==> src/rtl/axis_tdest_rr_scheduler_if.sv <==
// Stream bundle between the per-channel AXI-Stream sources, the round-robin scheduler and the DMA side.
// The master modport is the environment around the scheduler, and the slave modport is the scheduler itself.
interface axis_tdest_rr_scheduler_if #(
  parameter int AXIS_BYTES  = 4,
  parameter int NUM_STREAMS = 8,
  parameter int DEST_WIDTH  = 4
);
  logic [NUM_STREAMS*AXIS_BYTES*8-1:0] axis_i_tdata;
  logic [NUM_STREAMS*DEST_WIDTH-1:0]   axis_i_tdest;
  logic [NUM_STREAMS-1:0]              axis_i_tvalid;
  logic [NUM_STREAMS-1:0]              axis_i_tready;
  logic [AXIS_BYTES*8-1:0]             axis_o_tdata;
  logic [DEST_WIDTH-1:0]               axis_o_tdest;
  logic                                axis_o_tlast;
  logic                                axis_o_tvalid;
  logic                                axis_o_tready;

  modport master (
    output axis_i_tdata, axis_i_tdest, axis_i_tvalid,
    input  axis_i_tready,
    input  axis_o_tdata, axis_o_tdest, axis_o_tlast, axis_o_tvalid,
    output axis_o_tready
  );

  modport slave (
    input  axis_i_tdata, axis_i_tdest, axis_i_tvalid,
    output axis_i_tready,
    output axis_o_tdata, axis_o_tdest, axis_o_tlast, axis_o_tvalid,
    input  axis_o_tready
  );
endinterface

==> src/rtl/axis_tdest_rr_scheduler.sv <==
// Round-robin merge of NUM_STREAMS tdest streams into one registered AXI-Stream output.
// The merged stream is framed into packets of words_to_send words.
//   state | meaning
//   IDLE  | waiting for enable with a non-zero length; output idle
//   RUN   | granting words until len are loaded and the tlast beat is accepted
module axis_tdest_rr_scheduler #(
  parameter int AXIS_BYTES  = 4,
  parameter int NUM_STREAMS = 8,
  parameter int DEST_WIDTH  = 4
) (
  input  logic                   clk,
  input  logic                   sreset,
  input  logic                   enable,
  input  logic [31:0]            words_to_send,
  input  logic [NUM_STREAMS-1:0] chan_mask,
  axis_tdest_rr_scheduler_if.slave bus,
  output logic                   busy,
  output logic [31:0]            words_sent
);
  localparam int DW = AXIS_BYTES * 8;
  localparam int PW = $clog2(NUM_STREAMS);

  typedef enum logic {IDLE, RUN} state_t;

  state_t                state;
  logic [31:0]           len;
  logic [PW-1:0]         ptr;
  logic [DW-1:0]         o_tdata;
  logic [DEST_WIDTH-1:0] o_tdest;
  logic                  o_tlast;
  logic                  o_tvalid;

  logic                   out_free;
  logic [NUM_STREAMS-1:0] cand;
  logic [NUM_STREAMS-1:0] gnt_onehot;
  logic                   gnt_any;
  logic [PW-1:0]          gnt_idx;
  logic [PW-1:0]          idx_b;
  int                     idx;

  assign bus.axis_o_tdata  = o_tdata;
  assign bus.axis_o_tdest  = o_tdest;
  assign bus.axis_o_tlast  = o_tlast;
  assign bus.axis_o_tvalid = o_tvalid;
  assign bus.axis_i_tready = gnt_onehot;

  // Search starts one past the last granted channel, so every channel gets one word per round.
  always_comb begin
    gnt_any    = 1'b0;
    gnt_idx    = '0;
    gnt_onehot = '0;
    idx        = 0;
    idx_b      = '0;
    out_free   = !o_tvalid || bus.axis_o_tready;
    cand       = bus.axis_i_tvalid & chan_mask;
    if (state == RUN && out_free && words_sent < len) begin
      for (int i = 1; i <= NUM_STREAMS; i++) begin
        idx = int'(ptr) + i;
        if (idx >= NUM_STREAMS) idx = idx - NUM_STREAMS;
        idx_b = PW'(idx);
        if (!gnt_any && cand[idx_b]) begin
          gnt_any = 1'b1;
          gnt_idx = idx_b;
        end
      end
    end
    if (gnt_any) gnt_onehot[gnt_idx] = 1'b1;
  end

  always_ff @(posedge clk) begin
    if (sreset) begin
      state      <= IDLE;
      len        <= '0;
      words_sent <= '0;
      ptr        <= PW'(NUM_STREAMS - 1);
      o_tdata    <= '0;
      o_tdest    <= '0;
      o_tlast    <= 1'b0;
      o_tvalid   <= 1'b0;
      busy       <= 1'b0;
    end else begin
      case (state)
        IDLE: begin
          o_tvalid <= 1'b0;
          o_tlast  <= 1'b0;
          if (enable && words_to_send != 32'd0) begin
            len        <= words_to_send;
            words_sent <= '0;
            busy       <= 1'b1;
            state      <= RUN;
          end
        end
        RUN: begin
          if (gnt_any) begin
            o_tdata    <= bus.axis_i_tdata[gnt_idx*DW +: DW];
            o_tdest    <= bus.axis_i_tdest[gnt_idx*DEST_WIDTH +: DEST_WIDTH];
            o_tlast    <= (words_sent == len - 32'd1);
            o_tvalid   <= 1'b1;
            words_sent <= words_sent + 32'd1;
            ptr        <= gnt_idx;
          end else if (out_free) begin
            o_tvalid <= 1'b0;
            o_tlast  <= 1'b0;
          end
          // No grant can coincide with the tlast handshake because words_sent == len by then.
          if (o_tvalid && bus.axis_o_tready && o_tlast) begin
            busy  <= 1'b0;
            state <= IDLE;
          end
        end
      endcase
    end
  end
endmodule

==> src/flat_wrapper.sv <==
// flat-port wrapper written by rule: the top's interface ports become plain ports
module axis_tdest_rr_scheduler_flat 
#(
  parameter int AXIS_BYTES  = 4,
  parameter int NUM_STREAMS = 8,
  parameter int DEST_WIDTH  = 4
)
  (clk, sreset, enable, words_to_send, chan_mask, busy, words_sent, bus_axis_i_tdata, bus_axis_i_tdest, bus_axis_i_tvalid, bus_axis_i_tready, bus_axis_o_tdata, bus_axis_o_tdest, bus_axis_o_tlast, bus_axis_o_tvalid, bus_axis_o_tready);
  axis_tdest_rr_scheduler_if #(.AXIS_BYTES(AXIS_BYTES), .NUM_STREAMS(NUM_STREAMS), .DEST_WIDTH(DEST_WIDTH)) bus_i ();
  input  logic clk;
  input  logic sreset;
  input  logic enable;
  input  logic [31:0] words_to_send;
  input  logic [NUM_STREAMS-1:0] chan_mask;
  output logic busy;
  output logic [31:0] words_sent;
  input wire logic [$bits(bus_i.axis_i_tdata)-1:0] bus_axis_i_tdata;
  input wire logic [$bits(bus_i.axis_i_tdest)-1:0] bus_axis_i_tdest;
  input wire logic [$bits(bus_i.axis_i_tvalid)-1:0] bus_axis_i_tvalid;
  output wire logic [$bits(bus_i.axis_i_tready)-1:0] bus_axis_i_tready;
  output wire logic [$bits(bus_i.axis_o_tdata)-1:0] bus_axis_o_tdata;
  output wire logic [$bits(bus_i.axis_o_tdest)-1:0] bus_axis_o_tdest;
  output wire logic [$bits(bus_i.axis_o_tlast)-1:0] bus_axis_o_tlast;
  output wire logic [$bits(bus_i.axis_o_tvalid)-1:0] bus_axis_o_tvalid;
  input wire logic [$bits(bus_i.axis_o_tready)-1:0] bus_axis_o_tready;
  assign bus_i.axis_i_tdata = bus_axis_i_tdata;
  assign bus_i.axis_i_tdest = bus_axis_i_tdest;
  assign bus_i.axis_i_tvalid = bus_axis_i_tvalid;
  assign bus_axis_i_tready = bus_i.axis_i_tready;
  assign bus_axis_o_tdata = bus_i.axis_o_tdata;
  assign bus_axis_o_tdest = bus_i.axis_o_tdest;
  assign bus_axis_o_tlast = bus_i.axis_o_tlast;
  assign bus_axis_o_tvalid = bus_i.axis_o_tvalid;
  assign bus_i.axis_o_tready = bus_axis_o_tready;
  axis_tdest_rr_scheduler #(.AXIS_BYTES(AXIS_BYTES), .NUM_STREAMS(NUM_STREAMS), .DEST_WIDTH(DEST_WIDTH)) u_core (.clk(clk), .sreset(sreset), .enable(enable), .words_to_send(words_to_send), .chan_mask(chan_mask), .bus(bus_i), .busy(busy), .words_sent(words_sent));
endmodule
==> config.mk <==
export PLATFORM = sky130hd
export DESIGN_NAME = axis_tdest_rr_scheduler_flat
export DESIGN_NICKNAME = d
export VERILOG_FILES = /design/src/rtl/axis_tdest_rr_scheduler_if.sv /design/src/rtl/axis_tdest_rr_scheduler.sv /design/src/flat_wrapper.sv
export SDC_FILE = /design/constraint.sdc
export NUM_CORES = 1
export LEC_CHECK = 0
export ABC_CLOCK_PERIOD_IN_PS = 4850
export BUFFER_PORTS_ARGS = -buffer_cell sky130_fd_sc_hd__buf_4
export CAP_MARGIN = 0
export CORE_ASPECT_RATIO = 0.5
export CORE_MARGIN = 5
export CORE_UTILIZATION = 49
export DETAILED_ROUTE_END_ITERATION = 8
export PLACE_DENSITY = 0.83
export SYNTH_ARGS = -nofsm -noshare
export SYNTH_HDL_FRONTEND = slang
export SYNTH_SLANG_ARGS = --single-unit
==> constraint.sdc <==
create_clock -name clk -period 4.85 [get_ports clk]
set_clock_uncertainty 0.2 [all_clocks]
set_input_delay 0.2425 -clock clk [delete_from_list [all_inputs] [get_ports clk]]
set_output_delay 0.2425 -clock clk [all_outputs]
set_load 0.05 [all_outputs]
# [Word level (Yosys, flattened, before mapping)]
# Index checks and enable logic that the tools add are counted.
[totals] regBits=107 in_bits=340 output_inout_bits=79 wordCells=156
[classes] n_addsub=18 order_cmp=19 eq_ne=5 n_shift=2 muxes=74 bitwise_logic=2 reduce_logical=27
[op_table] operator="indexed part select 256 x 9 -> 32 bit" n=1
[op_table] operator="two-way mux 3 bit" n=25
[op_table] operator="two-way mux 32 bit" n=2
[op_table] operator="one-hot mux 32 bit (2 select lines)" n=1
[op_table] operator="less-than comparator 3 x 4 -> 1 bit (second input constant)" n=9
[op_table] operator="adder 32 x 1 -> 32 bit (second input constant)" n=1
[op_table] operator="== test 32 bit" n=1
[op_table] operator="less-than comparator 32 bit" n=1
[op_table] operator="two-way mux 1 bit" n=32
[op_table] operator="nonzero test 32 bit" n=1
[op_table] operator="indexed part select 32 x 6 -> 4 bit" n=1
[op_table] operator="subtractor 32 x 1 -> 32 bit (second input constant)" n=1
[op_table] operator=">= comparator 4 bit (second input constant)" n=7
[op_table] operator="binary-select mux 1 bit (select 3 bit)" n=8
[op_table] operator="subtractor 3 x 1 -> 3 bit (second input constant)" n=8
[op_table] operator="adder 3 x 3 -> 4 bit (second input constant)" n=4
[op_table] operator="logical AND 1 bit" n=13
[op_table] operator="adder 3 x 2 -> 4 bit (second input constant)" n=2
[op_table] operator="AND 8 bit" n=1
[op_table] operator="logical NOT 1 bit" n=8
[op_table] operator="two-way mux 8 bit" n=1
[op_table] operator="one-hot mux 1 bit (2 select lines)" n=4
[op_table] operator="AND reduction 2 bit" n=4
[op_table] operator="adder 3 x 4 -> 5 bit (second input constant)" n=1
[op_table] operator="other kinds (9)" n=10

# [Depth between registers and ports, before layout]
[depth] word_depth=42 mapped_depth=17 ltp_nobuf=12

# [Worst setup path before layout]
# Ideal clock, no wire load.
[synth_timing] kind="register to output" from="reg u_core.ptr[0]" to="out bus_axis_i_tready[0]" t_arrival_ns=4.097 required_ns=4.408 path_slack_ns=0.311 path_stages_with_launch=16 path_buffers=6 cell_sequence="dfxtp_1 -> buf_6 -> buf_8 -> inv_2 -> ha_1 -> buf_2 -> inv_1 -> mux4_2 -> or2_1 -> buf_6 -> a211o_1 -> and3_4 -> o31ai_2 -> buf_2 -> buf_4 -> nor2b_1"
[synth_via] elab_chain_cells=41 elab_cells_between_ends=101 classes_between="add/sub (16); order compare (10); mux (60); reduce/logical (15)"
[synth_lines] item="start, declared" line="axis_tdest_rr_scheduler.sv:27" source="logic [PW-1:0] ptr;"
[synth_lines] item="start signal, assigned" line="axis_tdest_rr_scheduler.sv:75" source="ptr <= PW'(NUM_STREAMS - 1);"
[synth_lines] item="start signal, assigned" line="axis_tdest_rr_scheduler.sv:100" source="ptr <= gnt_idx;"
[synth_lines] item="adder 3 x 1 -> 4 bit" line="axis_tdest_rr_scheduler.sv:58" source="idx = int'(ptr) + i;"
[synth_lines] item=">= comparator 4 bit / subtractor 3 x 1 -> 3 bit (equally long branches)" line="axis_tdest_rr_scheduler.sv:59" source="if (idx >= NUM_STREAMS) idx = idx - NUM_STREAMS;"
[synth_lines] item="two-way mux 3 bit" line="axis_tdest_rr_scheduler.sv:59"
[synth_lines] item="two-way mux 3 bit" line="axis_tdest_rr_scheduler.sv:56" source="if (state == RUN && out_free && words_sent < len) begin"
[synth_lines] item="binary-select mux 1 bit (select 3 bit)" line="axis_tdest_rr_scheduler.sv:61" source="if (!gnt_any && cand[idx_b]) begin"
[synth_lines] item="two-way mux 1 bit (not written as such)" line="axis_tdest_rr_scheduler.sv:61"
[synth_lines] item="two-way mux 1 bit" line="axis_tdest_rr_scheduler.sv:61"
[synth_lines] item="two-way mux 1 bit" line="axis_tdest_rr_scheduler.sv:56"
[synth_lines] item="[... 25 more ...]"
[synth_lines] item="logical AND 1 bit" line="axis_tdest_rr_scheduler.sv:61"
[synth_lines] item="two-way mux 3 bit" line="axis_tdest_rr_scheduler.sv:61"
[synth_lines] item="two-way mux 3 bit" line="axis_tdest_rr_scheduler.sv:56"
[synth_lines] item="less-than comparator 3 x 4 -> 1 bit (not written as such) / >= comparator 3 x 1 -> 1 bit (equally long branches)" line="axis_tdest_rr_scheduler.sv:67" source="if (gnt_any) gnt_onehot[gnt_idx] = 1'b1;"
[synth_lines] item="logical AND 1 bit (not written as such)" line="axis_tdest_rr_scheduler.sv:67"
[synth_lines] item="two-way mux 1 bit (not written as such)" line="axis_tdest_rr_scheduler.sv:67"
[synth_lines] item="demux 1 bit (select 3 bit)"
[synth_lines] item="two-way mux 8 bit (*)" line="axis_tdest_rr_scheduler.sv:67"
[synth_lines] item="end, declared" line="flat_wrapper.sv:20" source="output wire logic [$bits(bus_i.axis_i_tready)-1:0] bus_axis_i_tready;"
# Mark *: on every way between the ends. The rest lies on a longest branch, timed or not. The select of a mux whose other input is x is not followed.

# [Worst setup path in the final report]
[layout_timing] from="reg u_core.ptr[0]" to="out bus_axis_i_tready[5]"
# The elaborated chain is that of the path after synthesis.

==> out/metrics.cfg <==
[run_status]
status=completed

[timing]
rsz0062_at_grt=no
fmax_ghz=0.2163
hold_viol=0
layout_min_cycle_time_ns=4.623
setup_viol=0
slew_violations=0
slew_headroom_pct=32.49
min_period_over_period_pct=95.32
finalSetupTns_ns=0
worst_slew_pin_slew_ns=1.013
layout_setup_ws_ns=0.2268

[synthesis]
seq_area_frac_synth_pct=23.34
synthDistinctLibCells=92
ys_seq_elements=107
syn_inst=1135
netlist_area_um2=9176
synth_area_per_cell_um2=8.085
synth-edff-count=0
synth_nets=1511
async_flop_share_pct=0
synthFlopType=dfxtp_1
synth_warnings=0

[hold_path]
hold_start=words_to_send[11]
min_path_type=in -> reg
hold-path-cell-count=3
min_to=u_core.len[11]$_SDFFE_PP0P_

[placement]
io_buffers=418
dp_hpwl_um=32530
place.gp.congestion=1.217
pre_cts_ws_ns=0.3773

[finish]
drive_gt1_share_pct=36.35
regArea_um2=2143
fillers=1396
syn_to_final_growth_pct=43.09
diodes=0
nNetsFinal=1932
multi_input_area_um2=6502
finish.utilization_pct=71.39

[setup_path]
critPathSlowestCell=mux4_2
crit_chain=inv_2, ha_1, inv_1, mux4_2, or2_1, nor4_4, o2bb2ai_4, buf_4, and2_4, and2_4, buf_4
rr_worst_depth=12
r2r-start=u_core.len[11]$_SDFFE_PP0P_
critPathMaxStageDelay_ns=0.57
startpoint=u_core.ptr[0]$_SDFFE_PP1P_
crit_fanout=20
start_kind=flop
worst_ep_required_time_ns=4.41
arrival_ns=4.18
endpoint_kind=primary output
worst-r2r-setup-slack_ns=0.39
worstSetupPathType=reg -> out
reg2reg_to=u_core.bus.axis_o_tdata[21]$_SDFFE_PP0P_

[detailed_routing]
postRouteAntennaNets=0
via_per_inst=6.267
drt_wl_total_um=41620
drc=0
drt_iter0_drc=1141
drt-wirelength-per-cell_um=23.12
vias=11280
dr.pass1.iters=6

[floorplan]
die-width_um=203.5
die_y_um=106.8
placementRows=35
io_pins=419
dieArea_um2=21730
initial_utilization_pct=49.89
core-area_um2=18390

[flow_run]
drv_cap=0

[pwr]
p_leak_nw=5.669
ir_worst_vdd_uv=414.6
p_switching_w=0.002641
power_frac_comb_pct=65.9
p_sw_share_pct=48.02
p_seq_share_pct=19.8
p_per_area_nw_per_um2=418.9
power_w=0.005501
p_int_w=0.002859
p_clk_share_pct=14.3

[global_routing]
grt.total_usage_pct=36.31
grt_pass1_wl_um=62780
antenna_found_initial=0
overflow=0
grt_pass1_vias=11170
grt_max_degree=79

[clock_tree]
numClockSinks=107
clk_pin_slew_ns=0.08
h-tree-depth=3
root_buffer=clkbuf_16
clk_path_buf_depth=2
clk_latency_ns=0.36
cts_buffers=9
cts_tree=built

## per-stage QoR
stage               cell area, µm²  std cells  hold WS (ns)
finish                       13130       1800       0.03818
CTS                          13120       1799      0.005612
global route                 13130       1800       0.01958
detailed placement           12500       1752        0.2670
global placement             12500       1752        0.2505
floorplan                     9176       1135        0.1785
## cells in the mapped netlist (all sizes together) (29+ instances only)
master | count | area share (%)
nand2 | 136 | 5.6
a22oi | 31 | 2.5
xor2 | 29 | 2.8
clkbuf | 33 | 1.3
buf | 41 | 2.9
xnor2 | 31 | 3.0
mux2 | 58 | 7.1
dfxtp | 107 | 23
inv | 41 | 1.7
a211oi | 30 | 2.9
a221oi | 29 | 2.9
nand3 | 30 | 1.7
ha | 36 | 4.9
o21ai | 57 | 3.1
nor2 | 93 | 3.9
a21oi | 89 | 5.0
## worst max-delay path: cells and delay by family (launching register included)
family                   cells  cell delay, ns
AO/OA/AOI/OAI                1            0.19
AND/OR/NAND/NOR              4            1.36
flip-flops                   1            0.54
buffers and inverters        4            0.81
adder cells (fa/ha/maj)      1            0.33
multiplexers                 1            0.57
## state kept, by name, summed over array words and instances (netlist names)
| name | count |
|---|---|
| u_core.bus.axis_o_tdest | 4 |
| u_core.busy | 1 |
| u_core.state | 1 |
| u_core.len | 32 |
| u_core.bus.axis_o_tdata | 32 |
| u_core.words_sent | 32 |
| u_core.bus.axis_o_tlast | 1 |
| u_core.bus.axis_o_tvalid | 1 |
| u_core.ptr | 3 |
## worst max-delay path by stage
stage	endpoint	slack, ns	cells past startpoint
after floorplan	bus_axis_i_tready[0]	0.31	15
after global placement	bus_axis_i_tready[1]	0.47	11
after detailed placement	bus_axis_i_tready[1]	0.38	11
after CTS	bus_axis_i_tready[1]	0.19	11
after global routing	bus_axis_i_tready[5]	0.07	11
final	bus_axis_i_tready[5]	0.23	11
## per-layer routing
| metal | track usage (%) | vias to the layer above | part of all wire, % |
|---|---|---|---|
| met2 | 61.59 | 708 | 48 |
| met4 | 12.12 | 0 | 3.7 |
| met1 | 46.42 | 5335 | 38 |
| met5 | 0 | - | 0 |
| li1 | - | 5101 | - |
| met3 | 7.555 | 136 | 10 |
## cells by family (layout without fill, tap and decap cells)
group,count (synthesis),count (layout),synth area share [%]
adder cells (fa/ha/maj),36,36,4.909
flip-flops,107,107,23.34
XOR/XNOR,60,60,5.727
AND/OR/NAND/NOR,377,377,20.45
multiplexers,87,87,11.51
buffers and inverters,117,542,6.027
AO/OA/AOI/OAI,351,351,28.03
## layout make-up
class | instances | share of cell area, %
timing repair buffer | 484 | 28.38
clock buffer | 9 | 1.715
multi-input combinational | 911 | 49.52
sequential | 107 | 16.32
inverter | 43 | 1.229
tap | 240 | 2.287
clock inverter | 6 | 0.5432
## power groups by stage
stage	Clock, W	Sequential [W]	Combinational (W)
floorplan	0	0.00133	0.00226
global placement	0	0.00109	0.00345
detailed placement	0	0.00110	0.00351
CTS	0.000796	0.00108	0.00356
global route	0.000830	0.00110	0.00384
finish	0.000786	0.00109	0.00363
## repair_timing
action | CTS | global route
hold buffers | 32 | 0
hold endpoints to repair | 32 | 0
setup endpoints to repair | 2 | 2
gates resized for setup | 1 | 1
setup buffers | 0 | 1
## cells in the final DEF, fill, tap and decap left out, drive strengths merged, types with 6 or more instances in the layout
master       Yosys  final
buf             41    452
nand2          136    136
dfxtp          107    107
nor2            93     93
a21oi           89     89
mux2            58     58
o21ai           57     57
inv             41     44
ha              36     36
dlygate4sd3      0     32
a22oi           31     31
xnor2           31     31
nand3           30     30
a211oi          30     30
xor2            29     29
a221oi          29     29
a221o           28     28
nor3            22     22
mux2i           20     20
and3            16     16
nor4            14     14
nand4           13     13
or3             13     13
a311oi          13     13
o21a             9      9
mux4             9      9
clkbuf          33      9
o211ai           8      8
a31oi            8      8
and2             8      8
a21o             7      7
a32o             7      7
nand3b           6      6
o22ai            6      6
and4             6      6
nor2b            6      6
Note: power is estimated with default switching activity, not from simulation.
